### config.mk
export PLATFORM = sky130hd
export DESIGN_NAME = seg_scan_ctrl_flat
export DESIGN_NICKNAME = d
export VERILOG_FILES = /design/src/rtl/seg_scan_if.sv /design/src/rtl/seg_scan_ctrl.sv /design/src/flat_wrapper.sv
export SDC_FILE = /design/constraint.sdc
export NUM_CORES = 1
export LEC_CHECK = 0
export CAP_MARGIN = 20
export CORE_MARGIN = 4
export CORE_UTILIZATION = 40
export CTS_CLUSTER_SIZE = 24
export DETAILED_ROUTE_END_ITERATION = 7
export GPL_TIMING_DRIVEN = 0
export PLACE_DENSITY = 0.69
export SETUP_SLACK_MARGIN = 0.3
export SYNTH_ARGS = -nofsm -noshare
export SYNTH_HDL_FRONTEND = slang
export SYNTH_SLANG_ARGS = --single-unit
export TNS_END_PERCENT = 1
### constraint.sdc
create_clock -name clk -period 2.19 [get_ports clk]
set_input_delay 0.5475 -clock clk [delete_from_list [all_inputs] [get_ports clk]]
set_output_delay 0.5475 -clock clk [all_outputs]
set_load 0.03 [all_outputs]
### src/rtl/seg_scan_if.sv
// rtl/seg_scan_if.sv - host write port and display outputs of the segment scan controller
interface seg_scan_if #(
   parameter int DIGITS = 4
);
   logic              wr_en;
   logic [2:0]        wr_addr;
   logic [5:0]        wr_data;
   logic              commit;
   logic [DIGITS-1:0] an;
   logic [6:0]        seg;
   logic              dp;
   logic              pending;
   logic              frame_done;

   modport master (
      output wr_en, wr_addr, wr_data, commit,
      input  an, seg, dp, pending, frame_done
   );

   modport slave (
      input  wr_en, wr_addr, wr_data, commit,
      output an, seg, dp, pending, frame_done
   );
endinterface

### src/rtl/seg_scan_ctrl.sv
// rtl/seg_scan_ctrl.sv - multiplexed seven-segment scan with blanking and frame-synchronous commit
module seg_scan_ctrl #(
   parameter int DIGITS          = 4,
   parameter int TICKS_PER_DIGIT = 1000,
   parameter int BLANK_TICKS     = 16
) (
   input  logic      clk,
   input  logic      rst,
   seg_scan_if.slave bus
);
   localparam int MAXT = (TICKS_PER_DIGIT > BLANK_TICKS) ? TICKS_PER_DIGIT : BLANK_TICKS;
   localparam int CW   = $clog2(MAXT + 1);
   localparam int DW   = (DIGITS > 1) ? $clog2(DIGITS) : 1;

   localparam logic [CW-1:0] SHOW_LAST  = CW'(TICKS_PER_DIGIT - 1);
   localparam logic [CW-1:0] BLANK_LAST = CW'((BLANK_TICKS > 0) ? BLANK_TICKS - 1 : 0);
   localparam logic [DW-1:0] DIGIT_LAST = DW'(DIGITS - 1);

   typedef enum logic {S_SHOW, S_BLANK} state_t;

   state_t            state_q, state_d;
   logic [DW-1:0]     digit_q, digit_d, digit_next;
   logic [CW-1:0]     cnt_q, cnt_d;
   logic [5:0]        shadow_q [DIGITS];
   logic [5:0]        active_q [DIGITS];
   logic              pending_q;
   logic              bnd_q;
   logic              boundary;
   logic [5:0]        cur;
   logic [DIGITS-1:0] an_q, an_d;
   logic [6:0]        seg_q, seg_d;
   logic              dp_q, dp_d;
   logic              frame_done_q;

   function automatic logic [6:0] hex7(input logic [3:0] v);
      case (v)
         4'h0: hex7 = 7'h3F;
         4'h1: hex7 = 7'h06;
         4'h2: hex7 = 7'h5B;
         4'h3: hex7 = 7'h4F;
         4'h4: hex7 = 7'h66;
         4'h5: hex7 = 7'h6D;
         4'h6: hex7 = 7'h7D;
         4'h7: hex7 = 7'h07;
         4'h8: hex7 = 7'h7F;
         4'h9: hex7 = 7'h6F;
         4'hA: hex7 = 7'h77;
         4'hB: hex7 = 7'h7C;
         4'hC: hex7 = 7'h39;
         4'hD: hex7 = 7'h5E;
         4'hE: hex7 = 7'h79;
         default: hex7 = 7'h71;
      endcase
   endfunction

   assign digit_next = (digit_q == DIGIT_LAST) ? '0 : digit_q + 1'b1;

   // The frame ends on the last cycle spent on the final digit, blank phase included when present
   assign boundary = (digit_q == DIGIT_LAST) &&
                     ((BLANK_TICKS == 0) ? (state_q == S_SHOW  && cnt_q == SHOW_LAST)
                                         : (state_q == S_BLANK && cnt_q == BLANK_LAST));

   // Scan sequencer: SHOW each digit, optionally followed by a BLANK gap
   always_comb begin
      state_d = state_q;
      digit_d = digit_q;
      cnt_d   = cnt_q + 1'b1;
      case (state_q)
         S_SHOW: begin
            if (cnt_q == SHOW_LAST) begin
               cnt_d = '0;
               if (BLANK_TICKS == 0) begin
                  digit_d = digit_next;
               end else begin
                  state_d = S_BLANK;
               end
            end
         end
         S_BLANK: begin
            if (cnt_q == BLANK_LAST) begin
               cnt_d   = '0;
               state_d = S_SHOW;
               digit_d = digit_next;
            end
         end
         default: begin
            state_d = S_SHOW;
            cnt_d   = '0;
         end
      endcase
   end

   // Segment/anode decode of the current scan position, registered one cycle later
   always_comb begin
      an_d  = '0;
      seg_d = '0;
      dp_d  = 1'b0;
      cur   = active_q[digit_q];
      if (state_q == S_SHOW) begin
         an_d[digit_q] = 1'b1;
         dp_d          = cur[5];
         seg_d         = cur[4] ? 7'h00 : hex7(cur[3:0]);
      end
   end

   // Scan state registers
   always_ff @(posedge clk) begin
      if (rst) begin
         state_q <= S_SHOW;
         digit_q <= '0;
         cnt_q   <= '0;
      end else begin
         state_q <= state_d;
         digit_q <= digit_d;
         cnt_q   <= cnt_d;
      end
   end

   // Shadow writes, commit bookkeeping, frame-boundary transfer and output registers
   always_ff @(posedge clk) begin
      if (rst) begin
         for (int i = 0; i < DIGITS; i++) begin
            shadow_q[i] <= 6'h10;
            active_q[i] <= 6'h10;
         end
         pending_q    <= 1'b0;
         bnd_q        <= 1'b0;
         an_q         <= '0;
         seg_q        <= '0;
         dp_q         <= 1'b0;
         frame_done_q <= 1'b0;
      end else begin
         if (bus.wr_en && (32'(bus.wr_addr) < DIGITS)) begin
            shadow_q[bus.wr_addr[DW-1:0]] <= bus.wr_data;
         end
         // The transfer samples the shadow as it stood before this edge's write
         if (boundary && pending_q) begin
            active_q  <= shadow_q;
            pending_q <= 1'b0;
         end else if (bus.commit) begin
            pending_q <= 1'b1;
         end
         bnd_q        <= boundary;
         frame_done_q <= bnd_q;
         an_q         <= an_d;
         seg_q        <= seg_d;
         dp_q         <= dp_d;
      end
   end

   assign bus.an         = an_q;
   assign bus.seg        = seg_q;
   assign bus.dp         = dp_q;
   assign bus.pending    = pending_q;
   assign bus.frame_done = frame_done_q;
endmodule

### src/flat_wrapper.sv
// flat-port wrapper written by rule: the top's interface ports become plain ports
module seg_scan_ctrl_flat 
#(
   parameter int DIGITS          = 4,
   parameter int TICKS_PER_DIGIT = 1000,
   parameter int BLANK_TICKS     = 16
)
  (clk, rst, bus_wr_en, bus_wr_addr, bus_wr_data, bus_commit, bus_an, bus_seg, bus_dp, bus_pending, bus_frame_done);
  seg_scan_if #(.DIGITS(DIGITS)) bus_i ();
  input  logic clk;
  input  logic rst;
  input wire logic [$bits(bus_i.wr_en)-1:0] bus_wr_en;
  input wire logic [$bits(bus_i.wr_addr)-1:0] bus_wr_addr;
  input wire logic [$bits(bus_i.wr_data)-1:0] bus_wr_data;
  input wire logic [$bits(bus_i.commit)-1:0] bus_commit;
  output wire logic [$bits(bus_i.an)-1:0] bus_an;
  output wire logic [$bits(bus_i.seg)-1:0] bus_seg;
  output wire logic [$bits(bus_i.dp)-1:0] bus_dp;
  output wire logic [$bits(bus_i.pending)-1:0] bus_pending;
  output wire logic [$bits(bus_i.frame_done)-1:0] bus_frame_done;
  assign bus_i.wr_en = bus_wr_en;
  assign bus_i.wr_addr = bus_wr_addr;
  assign bus_i.wr_data = bus_wr_data;
  assign bus_i.commit = bus_commit;
  assign bus_an = bus_i.an;
  assign bus_seg = bus_i.seg;
  assign bus_dp = bus_i.dp;
  assign bus_pending = bus_i.pending;
  assign bus_frame_done = bus_i.frame_done;
  seg_scan_ctrl #(.DIGITS(DIGITS), .TICKS_PER_DIGIT(TICKS_PER_DIGIT), .BLANK_TICKS(BLANK_TICKS)) u_core (.clk(clk), .rst(rst), .bus(bus_i));
endmodule
# Word level (Yosys, flattened, before mapping)
# Memories as Yosys holds them, arrays and structs flattened. A register that Yosys moved wholly into a read port is not among the register bits.
# Cells that the tools add are included.
# Widths: inputs -> output; s select.
# word_totals
mem_bits_ro	112
input_bits	13
mem_count	1
word_cells	56
register_bits	69
latch_bits	0
mem_bits_rw	0
output_inout_bits	14
# memory_table
memory	words	word_bits	read_ports	rd_clocked_by_memory_dff	write_ports	line	text
(no name shown)	16	7	1	1	0	seg_scan_ctrl.sv:36	case (v)
# op_classes
n_mul	0
n_lt_le_gt_ge	6
shifts	0
bitwise	3
n_reduce_logical	10
div_mod_pow	0
eq_ne	3
n_mux	15
n_addsub	2
# op_table
operator	count
$bwmux 24	1
$mux 10	2
$pmux 10 s2	1
$mux 6	3
$bmux 6 s2	1
$demux 6 s2	1
$add 10x1->10 const B	1
$eq 10x10->1 const B	1
$eq 10x4->1 const B	1
$ge 3x3->1 const B	2
$logic_and 1x1->1	6
$not 2->3	2
$reduce_or 2->1	2
$lt 2x3->1 const B	1
$lt 3x1->1 const B	1
$lt 3x3->1 const B	1
$mux 1	3
$reduce_or 3->1	1
$add 2x1->2 const B	1
$demux 1 s2	1
$eq 2x2->1 const B	1
$ge 2x1->1 const B	1
$mux 2	1
$pmux 1 s2	1
2 further kinds	2

# Depth between registers and ports, before layout
# Gate-level depths: netlist of the first run.
# logic_depth
ltp_word	6
depth_mapped	7
ltp_nobuf	6

# Worst setup path after synthesis of the first run
# No wires, ideal clock.
# synth_timing
path_type	register to register
startpoint	register u_core.digit_q[0]
endpoint	register u_core.seg_q[0] (netlist: u_core.bus.seg[0])
setup_ns	0.065
path_slack_ns	0.199
n_path_buf	1
t_arrival_ns	1.926
stages_incl_launch_ff	7
period_less_slack_ns	1.991
required_time_ns	2.125
cell_sequence	dfxtp_1 -> buf_6 -> mux4_1 -> ha_1 -> or3b_1 -> o221a_1 -> nor2_1
# synth_between
elab_chain_cells	5
# synth_rtl
element	line	text
from (decl)	seg_scan_ctrl.sv:22	logic [DW-1:0] digit_q, digit_d, digit_next;
from (signal assigned)	seg_scan_ctrl.sv:114	digit_q <= digit_d;
$not 2->3 (not written as such) *	seg_scan_ctrl.sv:98	cur = active_q[digit_q];
$bmux 6 s2 *	seg_scan_ctrl.sv:98	
$mux 6 (not written as such) * (2 in a row)	seg_scan_ctrl.sv:98	
$reduce_or 3->1 (no source line)	n/a	
to (decl)	seg_scan_ctrl.sv:31	logic [6:0] seg_q, seg_d;
# Mark *: on every way between the ends. The rest lies on a longest branch, timed or not. The select of a mux whose other input is x is not followed.
# A chain may end at the register's enable or synchronous reset.

# Worst setup path after layout of the first run
# layout_timing
startpoint	register u_core.digit_q[0]
endpoint	register u_core.seg_q[3] (netlist: u_core.bus.seg[3])
# Same word-level chain as after synthesis.

==> results by group, run 1 <==
Clock tree
  – Clock tree root buffer cell: clkbuf_8
  – Longest Clk Path Bufs: 2
  – TritonCTS clock tree: built
  – Clk_lat worst skew: 0.35 ns
  – Clock Sinks: between 70 and 80
  – Reg clk slew, reported paths: 0.08 ns
  – Num CTS Buffers: 9
  – Total number of H-tree levels: 3

Yosys
  – Adder-cell share of the synthesized area: 0.0461
  – Synthesis Warnings: 0
  – XOR/XNOR Fraction of Synth Area: 0.0242
  – Largest family of logic cells by synthesized area: simple AND/OR/NAND/NOR gates
  – Post-synth EDFFs: 0
  – Unique masters post-synth: 43
  – Yosys top cell area share: 0.467
  – Main flop type after synthesis: dfxtp_1
  – Asr flop ratio synth: 0
  – Syn Nets: 358
  – Synthesized-area fraction occupied by and/or/nand/nor cells: 0.187
  – Cells after Synth: 333
  – Yosys reg bits: 76
  – Syn Area/Cell: 9.79 um2
  – Compound-gate portion of the synthesized area: 0.103
  – Area leader, netlist: dfxtp_1
  – Largest cells by area after synthesis: dfxtp_1 (47%), mux2i_1 (8.0%), nor2_1 (5.8%)
  – Mux cell area share after synthesis: 0.126
  – Post-synthesis cell area: between 0.003 and 0.004 mm2
  – Register area share after synthesis: 0.467

Floorplan
  – Core box area: around 0.008 mm2
  – Total I/O pin count: 27
  – Die W: just under 100 um
  – Die Y-Extent: 98.3 um
  – Starting density of the core: 0.417
  – Total die area: 0.00966 mm2
  – Row cnt: 32

Timing
  – Fin. max-slew vios: 0
  – Period utilization: 0.878
  – Final hold violation count: 0
  – F_max: between 0.5 and 0.6 GHz
  – RSZ-0062 raised after global routing: yes
  – Post-route clock skew: 0.0116 ns
  – Minimum clock period: 1.92 ns
  – Final setup viols: 0
  – Final Worst Setup Slack: 0.266 ns
  – Slew @ Worst Pin: 0.581 ns
  – Slew headroom: 0.611

Routing
  – Routed via count: 2,525
  – Via/cell ratio: roughly 5.2
  – DRT Wirelength: around 6400 um
  – Drt initial violations: 128
  – Drt wl/cell: 13.2 um
  – Drt drc: 0
  – Detail Route Antenna Nets: 0
  – Drt first pass iters: 4

Power and ir drop
  – Peak VDD IR: 0.391 mV
  – Flop pwr share: 0.525
  – PwrDens: 685 mW/mm2
  – Clk pwr share: 0.434
  – Overall Power: around 0.0027 W
  – Internal: ~0.0021 W
  – Net switching component of the power: 0.000595 W
  – Leakage: 1.40 nW
  – Switching share of total power: 0.221
  – Logic gate share of total power: 0.041

Setup path
  – WP data required: 2.46 ns
  – Max incr delay on CP: 0.57 ns
  – Crit path cell chain: buf_6, mux4_2, ha_2, and2b_2, a211o_1, a21oi_1
  – Crit end category: register
  – Worst path bufs/invs: 1
  – Delay-heaviest family, CP: multiplexers
  – CP arrival: 2.20 ns
  – Critical path class: register to register
  – Slowest-stage cell, CP: mux4_2
  – Max FO, Critical Path: 8
  – Startpoint Class: register

Placement
  – Post-DP HPWL: about 4700 um
  – Place WS: -0.0651 ns
  – Input/output buffers: 25
  – Gpl congestion: approximately 0.94

Hold path
  – Hold/Removal Path Class: register to register

Cells and area
  – Commonest non-fill, non-tap cell in the layout: dfxtp_1
  – Ant diodes: 0
  – Nets: 401
  – Post-Route Utilization: 0.503
  – Commonest cells after routing, fill and taps aside: dfxtp_1 (75), nor2_1 (50), mux2i_1 (26)
  – Layout area overhead: 20.4%
  – Layout cells sized above 1: 0.118

Global routing
  – Number of global-route vias before repair: 2,277
  – Largest net degree at the start of global routing: 15
  – Initial antenna violation count: 0
  – Total GRT Usage: 0.137
  – First-pass GRT wire length: approximately 11,000 um
  – Grt ovf: 0

Flow run
  – Max cap viols: 0

Run status
  – Status: finished clean
final timing paths:
check / start / end / slack, ns / depth (start not counted)
worst max-delay path: u_core.digit_q[0]$_SDFFE_PP0N_ / u_core.bus.seg[3]$_SDFF_PP0_ / 0.27 / 6
worst min-delay path: u_core.bnd_q$_SDFF_PP0_ / u_core.bus.frame_done$_SDFF_PP0_ / 0.45 / 1
worst max register to register: u_core.digit_q[0]$_SDFFE_PP0N_ / u_core.bus.seg[3]$_SDFF_PP0_ / 0.27 / 6
worst min register to register: u_core.bnd_q$_SDFF_PP0_ / u_core.bus.frame_done$_SDFF_PP0_ / 0.45 / 1
Yosys cell counts (6+ instances only):
cell,instances
inv_1,8
nand4_1,22
nand2_1,6
nor2_1,50
clkbuf_1,16
dfxtp_1,76
o21ai_0,21
ha_1,12
mux2i_1,26
a21oi_1,23
cells by family (layout without fill, tap and decap cells):
| family | after synthesis | after routing |
|---|---|---|
| xor+xnor | 9 | 9 |
| compound gates | 57 | 57 |
| mux | 32 | 32 |
| buf+inv | 33 | 81 |
| flops | 76 | 76 |
| simple gates | 114 | 114 |
| fa+ha+maj | 12 | 12 |
through the flow:
stage / setup TNS (ns) / std cells / cell area (um2) / hold WS, ns
global route: 0 / 483 / 3920 / 0.463
finish: 0 / 483 / 3920 / 0.448
global placement: -0.0388 / 460 / 3630 / 0.424
CTS: 0 / 478 / 3870 / 0.453
detailed placement: -0.124 / 460 / 3630 / 0.433
floorplan: 0 / 333 / 3250 / 0.414
registers in the layout (all words and copies together) (netlist names):
signal	cells
u_core.bus.dp	1
u_core.bnd_q	1
u_core.cnt_q	10
u_core.active_q	24
u_core.shadow_q	24
u_core.digit_q	2
u_core.bus.frame_done	1
u_core.bus.pending	1
u_core.bus.an	4
u_core.bus.seg	7
u_core.state_q	1
power by group through the flow:
| stage | clock network, W | registers (W) | logic (W) |
|---|---|---|---|
| finish | 0.00117 | 0.00141 | 0.000111 |
| global route | 0.00126 | 0.00141 | 0.000124 |
| CTS | 0.00120 | 0.00141 | 0.000113 |
| detailed placement | 0 | 0.00144 | 0.000113 |
| global placement | 0 | 0.00144 | 0.000110 |
| floorplan | 0 | 0.00144 | 0.0000607 |
cell type report:
cell class / instances / area [um2]
plain buffers: 25 / 124
multi-input cells: 224 / 1590
well taps: 102 / 128
inverters: 8 / 30.0
flip-flops and latches: 76 / 1520
repair buffers: 32 / 302
fillers: 742 / 3880
clock inverters: 7 / 100
clock buffers: 9 / 124
routing by layer:
| layer | vias to the layer above | wire length (um) | global-route usage | share of wire |
|---|---|---|---|---|
| li1 | 1273 | - | - | - |
| met1 | 1178 | 3050 | 0.178 | 0.48 |
| met4 | 0 | 75 | 0.0483 | 0.012 |
| met3 | 8 | 347 | 0.0386 | 0.054 |
| met2 | 66 | 2910 | 0.218 | 0.46 |
| met5 | - | 0 | 0 | 0 |
what timing repair did:
| item | 4_1_cts | 5_1_grt |
|---|---|---|
| resized for setup | 1 | 7 |
| buffers inserted | 2 | 5 |
| setup endpoints to repair | 31 | 67 |
| pin swaps | 0 | 1 |
| hold buffers | 0 | 0 |
| cloned | 0 | 0 |
Note: power is estimated with default switching activity, not from simulation.
==> run 2: changes to the inputs <==
--- a/config.mk
+++ b/config.mk
@@ -8,10 +8,11 @@
 export CAP_MARGIN = 20
 export CORE_MARGIN = 4
 export CORE_UTILIZATION = 40
+export CTS_BUF_LIST = sky130_fd_sc_hd__clkbuf_16
 export CTS_CLUSTER_SIZE = 24
 export DETAILED_ROUTE_END_ITERATION = 7
-export GPL_TIMING_DRIVEN = 0
 export PLACE_DENSITY = 0.69
+export REMOVE_ABC_BUFFERS = 1
 export SETUP_SLACK_MARGIN = 0.3
 export SYNTH_ARGS = -nofsm -noshare
 export SYNTH_HDL_FRONTEND = slang
==> results by group, run 2 (synthesis gave the netlist of run 1 again) <==
Routing
  – Drt initial violations: 189 (+48%)
  – Drt wl/cell: 14.3 um (+8.6%)
  – Drt first pass iters: 4 (unchanged)
  – Detail Route Antenna Nets: 0 (unchanged)
  – Routed via count: 2,459 (-2.6%)
  – DRT Wirelength: 6700 um (+5.1%)
  – Drt drc: 0 (unchanged)
  – Via/cell ratio: 5.27 (+0.72%)

Setup path
  – Critical path class: register to register
  – R2r startpoint: u_core.digit_q[0]$_SDFFE_PP0N_
  – FF-to-FF setup slack: 0.29 ns (+0.02 ns)
  – CP arrival: 2.14 ns (-0.06 ns)
  – WP data required: 2.43 ns (-0.03 ns)
  – Startpoint Class: register
  – Max FO, Critical Path: 10 (+2)
  – R2R cell count: 5 (-1)
  – Crit end category: register
  – FF-to-FF End: u_core.bus.seg[6]$_SDFF_PP0_

Hold path
  – Hold EP: u_core.bus.frame_done$_SDFF_PP0_
  – Hold Crit Depth: 1 (unchanged)
  – Hold/Removal Path Class: register to register
  – Hold wc startpoint: u_core.bnd_q$_SDFF_PP0_

Clock tree
  – TritonCTS clock tree: built
  – Clk_lat worst skew: 0.33 ns (-0.02 ns)
  – Clock tree root buffer cell: clkbuf_16
  – Longest Clk Path Bufs: 2 (unchanged)
  – Hold Buf Count CTS: 0 (unchanged)
  – Reg clk slew, reported paths: 0.05 ns (-0.03 ns)
  – Clock Sinks: 76 (unchanged)
  – Total number of H-tree levels: 3 (unchanged)
  – Num CTS Buffers: 9 (unchanged)

Floorplan
  – Row cnt: 32 (unchanged)
  – Die Y-Extent: 98.3 um (unchanged)
  – Total I/O pin count: 27 (unchanged)
  – Total die area: 0.00966 mm2 (unchanged)
  – Die W: 98.3 um (unchanged)
  – Core box area: 0.00781 mm2 (unchanged)
  – Starting density of the core: 0.417 (unchanged)

Cells and area
  – Layout area overhead: 20.0%
  – Nets: 386 (-3.7%)
  – Post-route insts no fill: 467 (-3.3%)
  – Commonest cells after routing, fill and taps aside: dfxtp_1 (76), nor2_1 (50), mux2i_1 (26)
  – Layout cells sized above 1: 0.107 (-0.0113)
  – Ant diodes: 0 (unchanged)
  – Commonest non-fill, non-tap cell in the layout: dfxtp_1
  – Biggest regs: u_core.active_q: 24 flops, u_core.shadow_q: 24 flops, u_core.cnt_q: 10 flops

Power and ir drop
  – Flop pwr share: 0.509 (-0.016)
  – Overall Power: 0.00278 W (+3.3%)
  – Switching share of total power: 0.211 (-0.00987)
  – Net switching component of the power: 0.000587 W (-1.3%)
  – Clk pwr share: 0.450 (+0.016)
  – Internal: 0.00219 W (+4.6%)
  – Leakage: 1.43 nW (+1.8%)
  – Logic gate share of total power: 0.041 (about the same)
  – PwrDens: 710 mW/mm2 (+3.6%)
  – Peak VDD IR: 0.371 mV (-5.0%)

Placement
  – Gpl congestion: 0.903 (-3.9%)
  – Post-DP HPWL: 4370 um (-7.7%)
  – Input/output buffers: 26 (+4.0%)
  – DP Cell Count: 447 (-2.8%)

Global routing
  – Number of global-route vias before repair: 2,270 (-0.31%)
  – Total GRT Usage: 0.139 (+0.00185)
  – Largest net degree at the start of global routing: 58 (+43)
  – First-pass GRT wire length: 10,800 um (+0.45%)
  – Grt ovf: 0 (unchanged)
  – Initial antenna violation count: 0 (unchanged)

Timing
  – Fin. max-slew vios: 0 (unchanged)
  – Final hold violation count: 0 (unchanged)
  – RSZ-0062 raised after global routing: yes
  – Post-route clock skew: 0.00648 ns (-0.00515 ns)
  – Period utilization: 0.870 (-0.00887)
  – Setup TNS: 0 ns (unchanged)
  – Final setup viols: 0 (unchanged)
  – Minimum clock period: 1.90 ns (-0.0194 ns)
  – Slew headroom: 0.634 (+0.0226)
  – F_max: 0.525 GHz (+1.0%)
  – Slew @ Worst Pin: 0.550 ns (-0.0315 ns)

Flow run
  – Max cap viols: 0 (unchanged)

Run status
  – Status: finished clean
run 2: cell types whose count changed in the layout (fill, tap and decap cells not counted), sizes merged:
cell and delta:
bufinv -2, clkbuf -16, mux4 +1, clkinv +3
inv +1, clkinvlp -3
run 2: per-layer routing:
layer / vias up / share of wire / GRT usage
met5: - / 0 / 0
met4: 0 / 0.0088 / 0.0630
met3: 5 / 0.063 / 0.0321
met2: 67 / 0.46 / 0.209
met1: 1149 / 0.47 / 0.189
li1: 1238 / - / -
run 2: how the worst max path moves through the flow:
| stage | start | endpoint | slack (ns) | depth (start not counted) |
|---|---|---|---|---|
| global placement | bus_wr_addr[1] | u_core.shadow_q[10]$_SDFFE_PP1P_ | 0.20 | 5 |
| CTS | u_core.digit_q[0]$_SDFFE_PP0N_ | u_core.bus.seg[0]$_SDFF_PP0_ | 0.29 | 5 |
| detailed placement | bus_wr_en | u_core.shadow_q[10]$_SDFFE_PP1P_ | 0.18 | 5 |
| global route | u_core.digit_q[0]$_SDFFE_PP0N_ | u_core.bus.seg[5]$_SDFF_PP0_ | 0.16 | 5 |
| floorplan | u_core.digit_q[0]$_SDFFE_PP0N_ | u_core.bus.seg[0]$_SDFF_PP0_ | 0.10 | 5 |
| finish | u_core.digit_q[0]$_SDFFE_PP0N_ | u_core.bus.seg[6]$_SDFF_PP0_ | 0.29 | 5 |
run 2: cell type report:
cell class                      instances  area (um2)
Inverter                                8        30.0
Timing Repair Buffer                   41         367
Clock buffer                            9         225
Fill cell                             739        3900
Tap cell                              102         128
Clock inverter                          6        25.0
Multi-Input combinational cell        225        1620
Sequential cell                        76        1520
run 2: stage by stage:
stage | setup WS [ns] | instance area (um2) | util | hold WS, ns
after detailed placement | 0.179 | 3600 | 0.462 | 0.425
after global placement | 0.202 | 3600 | 0.462 | 0.427
after floorplan | 0.103 | 3140 | - | 0.414
after CTS | 0.292 | 3870 | 0.496 | 0.438
after global routing | 0.164 | 3910 | 0.501 | 0.458
final | 0.286 | 3910 | 0.501 | 0.434
run 2: power groups by stage:
stage / combinational [W] / clock [W] / sequential (W)
2_1_floorplan: 0.0000397 / 0 / 0.00145
3_3_place_gp: 0.000113 / 0 / 0.00144
3_5_place_dp: 0.000114 / 0 / 0.00144
4_1_cts: 0.000114 / 0.00129 / 0.00141
5_1_grt: 0.000124 / 0.00136 / 0.00141
6_report: 0.000113 / 0.00125 / 0.00141
run 2: critical path, cell delays in order, from the launching register on:
cell	delay (ns)
dfxtp_1	0.39
buf_4	0.23
mux4_1	0.70
nand2_1	0.14
o21ai_1	0.09
a221oi_2	0.26
run 2: what timing repair did:
| action | CTS | global route |
|---|---|---|
| hold endpoints to repair | 0 | 0 |
| gates resized for setup | 3 | 3 |
| setup endpoints to repair | 3 | 21 |
| gates cloned | 0 | 1 |
| setup buffers | 4 | 0 |
==> patch: new RTL, config.mk and constraints of run 2 <==
`BLANK_TICKS` is set to 16 in 2 places; all go to 32.
--- a/src/rtl/seg_scan_ctrl.sv
+++ b/src/rtl/seg_scan_ctrl.sv
@@ -3,5 +3,5 @@
    parameter int DIGITS          = 4,
    parameter int TICKS_PER_DIGIT = 1000,
-   parameter int BLANK_TICKS     = 16
+   parameter int BLANK_TICKS     = 32
 ) (
    input  logic      clk,
--- a/src/flat_wrapper.sv
+++ b/src/flat_wrapper.sv
@@ -4,5 +4,5 @@
    parameter int DIGITS          = 4,
    parameter int TICKS_PER_DIGIT = 1000,
-   parameter int BLANK_TICKS     = 16
+   parameter int BLANK_TICKS     = 32
 )
   (clk, rst, bus_wr_en, bus_wr_addr, bus_wr_data, bus_commit, bus_an, bus_seg, bus_dp, bus_pending, bus_frame_done);
Formal check against the unedited RTL: no difference found for any inputs over 10 cycles, from zero or initial values and one cycle with rst high; that may be too few to reach the edited logic, so the function may still have changed.
==> patch against run 2 <==
Wire length barely moved; sequential cell count did not move; first-iteration DRC count fell by 20%; setup slack got worse by 5.6 ps; via count fell by 2.0%; combinational power fell by 9.7%; power rose by 13%; fmax fell by 0.29%; final area rose by 1.2%; synthesized area barely moved; critical path depth did not move; sequential power barely moved; highest routed layer unchanged.
==> patch: results (changes against run 2) <==
Number of diodes -> 0 (unchanged)
Post-synth cell types -> 40 (was 43)
Dpl hpwl -> 4330 µm (was 4370 µm)
YS warnings -> 0 (unchanged)
Routability congestion estimate -> 0.904 (was 0.903)
Final antenna-violating net count -> 0 (unchanged)
Most instantiated cells after synthesis -> 76 x dfxtp_1, 44 x nor2_1, 23 x a21oi_1, 23 x nand3_1, 22 x mux2i_1 (was 76 x dfxtp_1, 50 x nor2_1, 26 x mux2i_1)
Global-route wire length before repair -> 10800 µm (unchanged)
Tmin final -> 1910 ps (was 1900 ps)
CP max FO -> 10 (unchanged)
Final Instance Count excl. Fillers -> 466 (was 467)
PortBufs -> 26 (unchanged)
Drt first pass iters -> 4 (unchanged)
Final #Nets -> 384 (was 386)
Status -> complete, no violations (unchanged)
Clock-pin slew on the worst setup and hold paths -> 60 ps
Top flop regs -> u_core.active_q: 24 flops, u_core.shadow_q: 24 flops, u_core.cnt_q: 10 flops (unchanged)
Vias/cell -> 5.17 (was 5.27)
Avg Cell Area, Syn -> 9.79 µm² (about the same)
Ys flop type -> dfxtp_1 (unchanged)
Leakage -> 0.00147 µW (was 0.00143 µW)
CTS buffer count -> 9 (unchanged)
Slew HR -> 66.0% (was 63.4%)
Maximum vdd drop -> 0.514 mV (was 0.371 mV)
Clock Skew -> 7.32 ps (was 6.48 ps)
Async SR Flop Fraction -> 0% (unchanged)
Share of layout cells above drive strength 1 -> 11.0% (was 10.7%)
Vias in the first global route -> 2172 (was 2270)
Sw Share -> 18.9% (was 21.1%)
Root buffer selected by CTS -> clkbuf_16 (unchanged)
Seq/Total Area, Yosys -> 46.7% (about the same)
Routed wire length -> 6700 µm (about the same)
Critical Path AT -> 2110 ps (was 2140 ps)
Initial drt markers -> 151 (was 189)
Clk buf depth -> 2 (unchanged)
All-layer global routing usage -> 13.6% (was 13.9%)
Largest net degree at the start of global routing -> 52 (was 58)
Layout filler cell count -> 736 (was 739)
Combinational power share -> 3.3% (was 4.1%)
Initial antenna violation count -> 0 (unchanged)
Class of the tightest hold or removal check -> reg2reg (unchanged)
Cell count after placement -> 445 (was 447)
Area contributors post-synth -> dfxtp_1 47%, mux2i_1 6.8%, nor2_1 5.1%, ha_1 4.6%, a21oi_1 3.5% (was dfxtp_1 47%, mux2i_1 8.0%, nor2_1 5.8%, ha_1 4.6%, nand4_1 4.2%)
Clk_lat worst skew -> 320 ps
# H-tree levels -> 3 (unchanged)
patch: cell count changes in the layout (fill, tap and decap cells not counted), sizes merged, moves of 3 or more:
cell	delta
nand4	-19
nand3	+19
a211o	+4
nor2	-7
mux2i	-4
bufinv	+3
patch: path summary, 6_finish.rpt:
kind,start,endpoint,slack (ps),cells after the start
setup / recovery,u_core.digit_q[0],u_core.bus.seg[1],280,5
hold / removal,u_core.bnd_q,u_core.bus.frame_done,430,1
setup reg to reg,u_core.digit_q[0],u_core.bus.seg[1],280,5
hold reg to reg,u_core.bnd_q,u_core.bus.frame_done,430,1
patch: per-stage QoR:
stage	utilization, %	setup slack (ps)	area [µm²]
floorplan	-	91.0	3120
global placement	45.8	167	3570
detailed placement	45.8	154	3570
CTS	49.9	237	3900
global route	50.7	183	3960
finish	50.7	280	3960
patch: logic make-up after synthesis:
logic type               share of synthesized area (%)
XOR/XNOR                                          2.42
AND/OR/NAND/NOR                                   18.5
adder cells (fa/ha/maj)                           4.60
buffers and inverters                             5.10
multiplexers                                      11.4
flip-flops                                        46.7
AO/OA/AOI/OAI                                     11.4
patch: layout make-up:
| class | count | share of cell area (%) |
|---|---|---|
| flip-flops and latches | 76 | 38.4 |
| clock buffers | 9 | 5.69 |
| clock inverters | 7 | 2.72 |
| multi-input cells | 225 | 40.3 |
| inverters | 8 | 0.759 |
| repair buffers | 39 | 8.88 |
| well taps | 102 | 3.22 |
patch: per-layer routing:
| layer | vias to the layer above | share of wire [%] | routed length, µm | track usage [%] |
|---|---|---|---|---|
| li1 | 1223 | - | - | - |
| met1 | 1129 | 49 | 3250 | 19.0 |
| met2 | 55 | 46 | 3080 | 20.5 |
| met3 | 4 | 4.1 | 275 | 3.21 |
| met4 | 0 | 1.3 | 87 | 5.36 |
| met5 | - | 0 | 0 | 0 |
patch: worst max-delay path, stage by stage, from the launching register on:
cell      delay, ps
dfxtp_1         400
buf_4           230
mux4_2          620
buf_4           190
a211oi_1        270
a311oi_1         70
patch: power by group through the flow:
stage / logic (µW) / clock network, µW / registers, µW
2_1_floorplan: 39.0 / 0 / 1440
3_3_place_gp: 101 / 0 / 1440
3_5_place_dp: 104 / 0 / 1440
4_1_cts: 104 / 1660 / 1410
5_1_grt: 112 / 1730 / 1410
6_report: 102 / 1620 / 1410
patch: what timing repair did:
action	4_1_cts	5_1_grt
setup endpoints to repair	3	41
gates resized for setup	3	2
setup buffers	0	4
gates cloned	0	1
